## src/rtl/word_chunk_packer.sv

```systemverilog
//------------------------------------------------------------------------------
// Module   : word_chunk_packer
// Brief    : Buffers a word stream in a circular FIFO and emits CHUNK-word groups,
//            with a flush path that emits a trailing partial group.
// Revision : 1.0
//------------------------------------------------------------------------------
`default_nettype none

module word_chunk_packer #(
    parameter int DATA_W = 32,
    parameter int CHUNK  = 5,
    parameter int DEPTH  = 16
) (
    input  logic                      clk,
    input  logic                      rst,
    input  logic                      in_valid,
    output logic                      in_ready,
    input  logic [DATA_W-1:0]         in_data,
    input  logic                      flush,
    output logic                      out_valid,
    input  logic                      out_ready,
    output logic [CHUNK*DATA_W-1:0]   out_data,
    output logic [3:0]                out_count,
    output logic [$clog2(DEPTH):0]    level
);

    localparam int AW = $clog2(DEPTH);
    localparam int LW = AW + 1;
    localparam logic [LW-1:0] C_CHUNK_LVL = LW'(CHUNK);
    localparam logic [LW-1:0] C_DEPTH_LVL = LW'(DEPTH);

    typedef enum logic [0:0] {
        FILL    = 1'b0,
        PRESENT = 1'b1
    } state_t;

    state_t                    state_q, state_d;
    logic [DATA_W-1:0]         mem_q [DEPTH];
    logic [AW-1:0]             wr_ptr_q, wr_ptr_d;
    logic [AW-1:0]             rd_ptr_q, rd_ptr_d;
    logic [LW-1:0]             level_q, level_d;
    logic                      flush_pend_q, flush_pend_d;
    logic [CHUNK*DATA_W-1:0]   out_data_q, out_data_d;
    logic [3:0]                out_count_q, out_count_d;

    logic                      push;
    logic                      load_full;
    logic                      load_part;
    logic [LW-1:0]             pop_n;
    logic [CHUNK*DATA_W-1:0]   gather;

    assign in_ready  = (level_q < C_DEPTH_LVL);
    assign push      = in_valid && in_ready;
    assign load_full = (state_q == FILL) && (level_q >= C_CHUNK_LVL);
    assign load_part = (state_q == FILL) && !load_full && (level_q != '0) && flush_pend_q;
    assign pop_n     = load_full ? C_CHUNK_LVL : (load_part ? level_q : '0);

    // Lanes beyond the number of words being loaded read as zero.
    for (genvar k = 0; k < CHUNK; k++) begin : g_lane
        localparam logic [LW-1:0] C_K = LW'(k);
        assign gather[k*DATA_W +: DATA_W] = (C_K < pop_n) ? mem_q[rd_ptr_q + AW'(k)] : '0;
    end

    always_comb begin
        state_d      = state_q;
        out_data_d   = out_data_q;
        out_count_d  = out_count_q;
        wr_ptr_d     = push ? wr_ptr_q + AW'(1) : wr_ptr_q;
        rd_ptr_d     = rd_ptr_q + pop_n[AW-1:0];
        level_d      = level_q + LW'(push) - pop_n;

        case (state_q)
            FILL: begin
                if (load_full || load_part) begin
                    state_d     = PRESENT;
                    out_data_d  = gather;
                    out_count_d = 4'(pop_n);
                end
            end
            PRESENT: begin
                if (out_ready) begin
                    state_d = FILL;
                end
            end
            default: state_d = FILL;
        endcase

        // A pending flush is retired once the buffer is empty while filling,
        // which also covers a flush that arrives with nothing buffered.
        flush_pend_d = (flush || flush_pend_q) && !((state_q == FILL) && (level_d == '0));
    end

    always_ff @(posedge clk) begin
        if (rst) begin
            state_q      <= FILL;
            wr_ptr_q     <= '0;
            rd_ptr_q     <= '0;
            level_q      <= '0;
            flush_pend_q <= 1'b0;
            out_data_q   <= '0;
            out_count_q  <= '0;
        end else begin
            state_q      <= state_d;
            wr_ptr_q     <= wr_ptr_d;
            rd_ptr_q     <= rd_ptr_d;
            level_q      <= level_d;
            flush_pend_q <= flush_pend_d;
            out_data_q   <= out_data_d;
            out_count_q  <= out_count_d;
        end
    end

    always_ff @(posedge clk) begin
        if (push) begin
            mem_q[wr_ptr_q] <= in_data;
        end
    end

    assign out_valid = (state_q == PRESENT);
    assign out_data  = out_data_q;
    assign out_count = out_count_q;
    assign level     = level_q;

endmodule

`default_nettype wire

```

## config.mk

```make
export PLATFORM = sky130hd
export DESIGN_NAME = word_chunk_packer
export DESIGN_NICKNAME = d
export VERILOG_FILES = /design/src/rtl/word_chunk_packer.sv
export SDC_FILE = /design/constraint.sdc
export NUM_CORES = 2
export LEC_CHECK = 0
export ABC_AREA = 1
export CAP_MARGIN = 20
export CORE_ASPECT_RATIO = 1.75
export CORE_MARGIN = 2
export CORE_UTILIZATION = 30
export DETAILED_ROUTE_END_ITERATION = 10
export SLEW_MARGIN = 10
export SYNTH_ARGS = -nofsm -noshare
export SYNTH_HDL_FRONTEND = slang
export SYNTH_SLANG_ARGS = --single-unit
```

## constraint.sdc

```tcl
create_clock -name clk -period 3.5 [get_ports clk]
set_input_delay 0.7 -clock clk [delete_from_list [all_inputs] [get_ports clk]]
set_output_delay 0.7 -clock clk [all_outputs]
set_load 0.005 [all_outputs]
```

==> flow_metrics.py <==
metrics = {
    "sta": {
        "fin_tns_setup_ps": 0,
        "relSlewSlack_pct": 36.3,
        "rsz0062_at_grt": "false",
        "setup_viol": 0,
        "fin_hold_ws_ps": 439,
        "fin_skew_ps": 25.6,
        "min_period_ps": 2890,
        "finalHoldViolCount": 0,
        "setup_ws_ps": 612,
        "max_freq_mhz": 346,
        "fin_crit_sh_pct": 82.5,
        "worst-slew-pin-transition_ps": 956,
        "slew_viol_final": 0,
    },
    "clocking": {
        "numCtsBuffers": 67,
        "hold_buffers": 0,
        "cts_setup_buffers": 0,
        "htree_levels": 3,
        "clk_pin_slew_worst_paths_ps": 70,
        "cts_resized": 0,
        "cts_tree": "built",
        "clock-sinks": 691,
        "clockBufferDepth": 3,
        "insertion_delay_ps": 680,
        "cts_root_buf": "clkbuf_16",
    },
    "placement": {
        "dp_hpwl_um": 98300,
        "io_buffers": 207,
        "dpl-instance-area_sq_um": 43700,
        "dp_slack_ps": 509,
        "routabilityCongestion": 0.880,
    },
    "critical_path": {
        "worst_path_max_delay_cell": "fa_1",
        "crit_top_cell": "inv_1",
        "critPathBufInv": 4,
        "critPathKind": "flop to flop",
        "arrival_ps": 3450,
        "crit_family": "adder cells",
        "critPathMaxStageDelay_ps": 460,
        "path_max_fanout": 5,
        "cp.required_ps": 4060,
        "crit_chain": "nor2_1 > o21ai_1 > nand2_1 > inv_1 > a21oi_1 > inv_1 > ha_1 > inv_1 > ha_1 > inv_1 > fa_1 > xnor2_1 > nor3_1 > nand3_1 > nor2_1 > nor2_1",
        "cp-start-kind": "flop",
        "endpoint_kind": "flop",
    },
    "detailed_routing": {
        "wl_met1_um": 62000,
        "dr_wl_met2_um": 73700,
        "drtIter0Drc": 4256,
        "ant_nets": 0,
        "wl_met3_um": 15400,
        "topRoutingLayerUsed": "met5",
        "drt_wl_total_um": 161000,
        "route.detailed.drc": 0,
        "vias": 39100,
        "via_per_inst": 5.50,
        "drtPass1Iterations": 8,
        "wire_per_inst_um": 22.6,
    },
    "power_and_ir_drop": {
        "total_power_mw": 44.7,
        "powerDensity_nw_per_um2": 972,
        "ir_drop_v": 0.00104,
        "p_leak_nw": 18.5,
    },
    "layout": {
        "seqCellArea_sq_um": 19000,
        "nFillCells": 13700,
        "fin_nets": 5407,
        "drive_gt1_share_pct": 4.89,
        "fin_area_sq_um": 45900,
        "multi_input_area_sq_um": 18300,
        "area_growth_pct": 15.8,
    },
    "floorplan": {
        "rows": 176,
        "pin_count": 208,
        "start_util_pct": 30.2,
        "core-area_sq_um": 131000,
        "die_y_um": 485,
        "chipWidth_um": 279,
        "dieArea_sq_um": 135000,
    },
    "global_route": {
        "grt_pass1_wl_um": 235000,
        "grt-ovfl-total": 0,
        "grt.total_usage_pct": 23.3,
        "grt_pass1_vias": 37000,
        "grt_max_degree": 218,
        "antenna_found_initial": 13,
    },
    "synth": {
        "syn_inst": 5350,
        "synth_area_leaders": "edfxtp_1 39%, nand2_1 20%, nand3_1 16%, dfxtp_1 9.0%, o211ai_1 2.6%",
        "synth_top_area_cell": "edfxtp_1",
        "syn_nets": 5408,
        "netlist_area_sq_um": 39700,
        "syn_area_per_cell_sq_um": 7.41,
        "yosysTopAreaCellShare_pct": 38.8,
        "yosysWarnings": 0,
        "synth_seq_cells": 691,
        "synth.distinct_cells": 33,
        "yosysSeqAreaShare_pct": 47.8,
    },
    "hold_path": {
        "hp-class": "flop to flop",
    },
    "job": {
        "drv_cap": 0,
    },
    "run_status": {
        "status": "complete, no violations",
    },
}
[stage by stage]
step,instances,utilization (%)
after floorplan,5350,-
after global placement,6971,33.3
after detailed placement,6971,33.3
after CTS,7095,35.0
after global routing,7097,35.0
final,7100,35.0
[layout by cell type (no fill, tap or decap), types with 3 or more instances in the layout]
master / synthesis / routed
nand2_2: 10 / 13
clkbuf_16: 0 / 71
diode_2: 0 / 5
inv_2: 8 / 7
inv_1: 207 / 204
clkinv_2: 0 / 6
clkinv_1: 0 / 7
nor3_1: 9 / 9
buf_4: 22 / 62
o21ai_0: 177 / 177
o21ai_1: 46 / 46
edfxtp_1: 512 / 512
dfxtp_1: 179 / 176
bufinv_16: 0 / 4
buf_12: 0 / 45
o211ai_1: 140 / 140
nand3_1: 1248 / 1248
clkinv_4: 0 / 4
a21oi_1: 137 / 137
clkdlybuf4s50_1: 0 / 206
nand2_1: 2148 / 2144
clkbuf_8: 0 / 3
dfxtp_4: 0 / 3
xor2_1: 5 / 4
clkinvlp_4: 0 / 4
nor2_1: 102 / 82
nor2_4: 0 / 19
ha_1: 19 / 17
inv_6: 0 / 3
clkbuf_1: 170 / 19
[report_power, final]
part	total (mW)	internal (mW)	switching [mW]
Combinational	26.7	8.04	18.7
Clock	7.60	4.13	3.47
Sequential	10.3	9.68	0.647
Total	44.7	21.8	22.8
[state kept, by name (all words and copies together) (netlist names)]
register      count
mem_q           512
out_data        160
level             5
out_count         4
rd_ptr_q          4
wr_ptr_q          4
flush_pend_q      1
out_valid         1
[path summary, 6_finish.rpt]
| check | start | to | slack [ps] | cells past startpoint |
|---|---|---|---|---|
| worst min register to register | out_count[3] | out_count[3] | 440 | 2 |
| worst min-delay path | out_count[3] | out_count[3] | 440 | 2 |
| worst max register to register | level[1] | flush_pend_q | 610 | 16 |
| worst max-delay path | level[1] | flush_pend_q | 610 | 16 |
[final cells by class]
class                      count  share of cell area [%]
sequential                   691                    41.3
tap                         1691                    4.61
inverter                     216                    1.83
timing repair buffer         314                    7.49
antenna                        5                  0.0272
clock inverter                31                   0.678
clock buffer                  93                    4.11
multi-input combinational   4059                    39.9
[worst reg2reg max path: cells and delay by family (launching register included)]
kind	cells	cell delay, ps
AND/OR/NAND/NOR	6	760
AO/OA/AOI/OAI	2	310
flip-flops	1	360
buffers and inverters	4	320
XOR/XNOR	1	160
adder cells (fa/ha/maj)	3	890
[cell usage after synthesis (all sizes together)]
library cell / number
inv: 216
xnor2: 3
nor2: 102
fa: 2
a31oi: 1
a21oi: 138
edfxtp: 512
o211ai: 141
nor3: 9
nand3: 1248
o21a: 1
a211oi: 2
dfxtp: 179
clkbuf: 170
o21ai: 225
buf: 214
xor2: 6
ha: 19
conb: 1
nand4: 2
and2: 1
nand2: 2158
[routing by layer]
layer	global-route usage [%]	vias up
li1	-	18100
met1	28.5	18400
met2	37.9	2029
met3	5.25	507
met4	12.8	18
met5	0	-
[cells by family (layout without fill, tap and decap cells)]
| group | after synthesis | count (layout) | synth area share (%) |
|---|---|---|---|
| compound gates | 508 | 508 | 7.36 |
| other cells | 1 | 6 | 0.00945 |
| buf+inv | 600 | 654 | 6.53 |
| fa+ha+maj | 21 | 21 | 0.700 |
| simple gates | 3520 | 3520 | 37.4 |
| flops | 691 | 691 | 47.8 |
| xor+xnor | 9 | 9 | 0.246 |
Power figures use the tool's default switching activity.
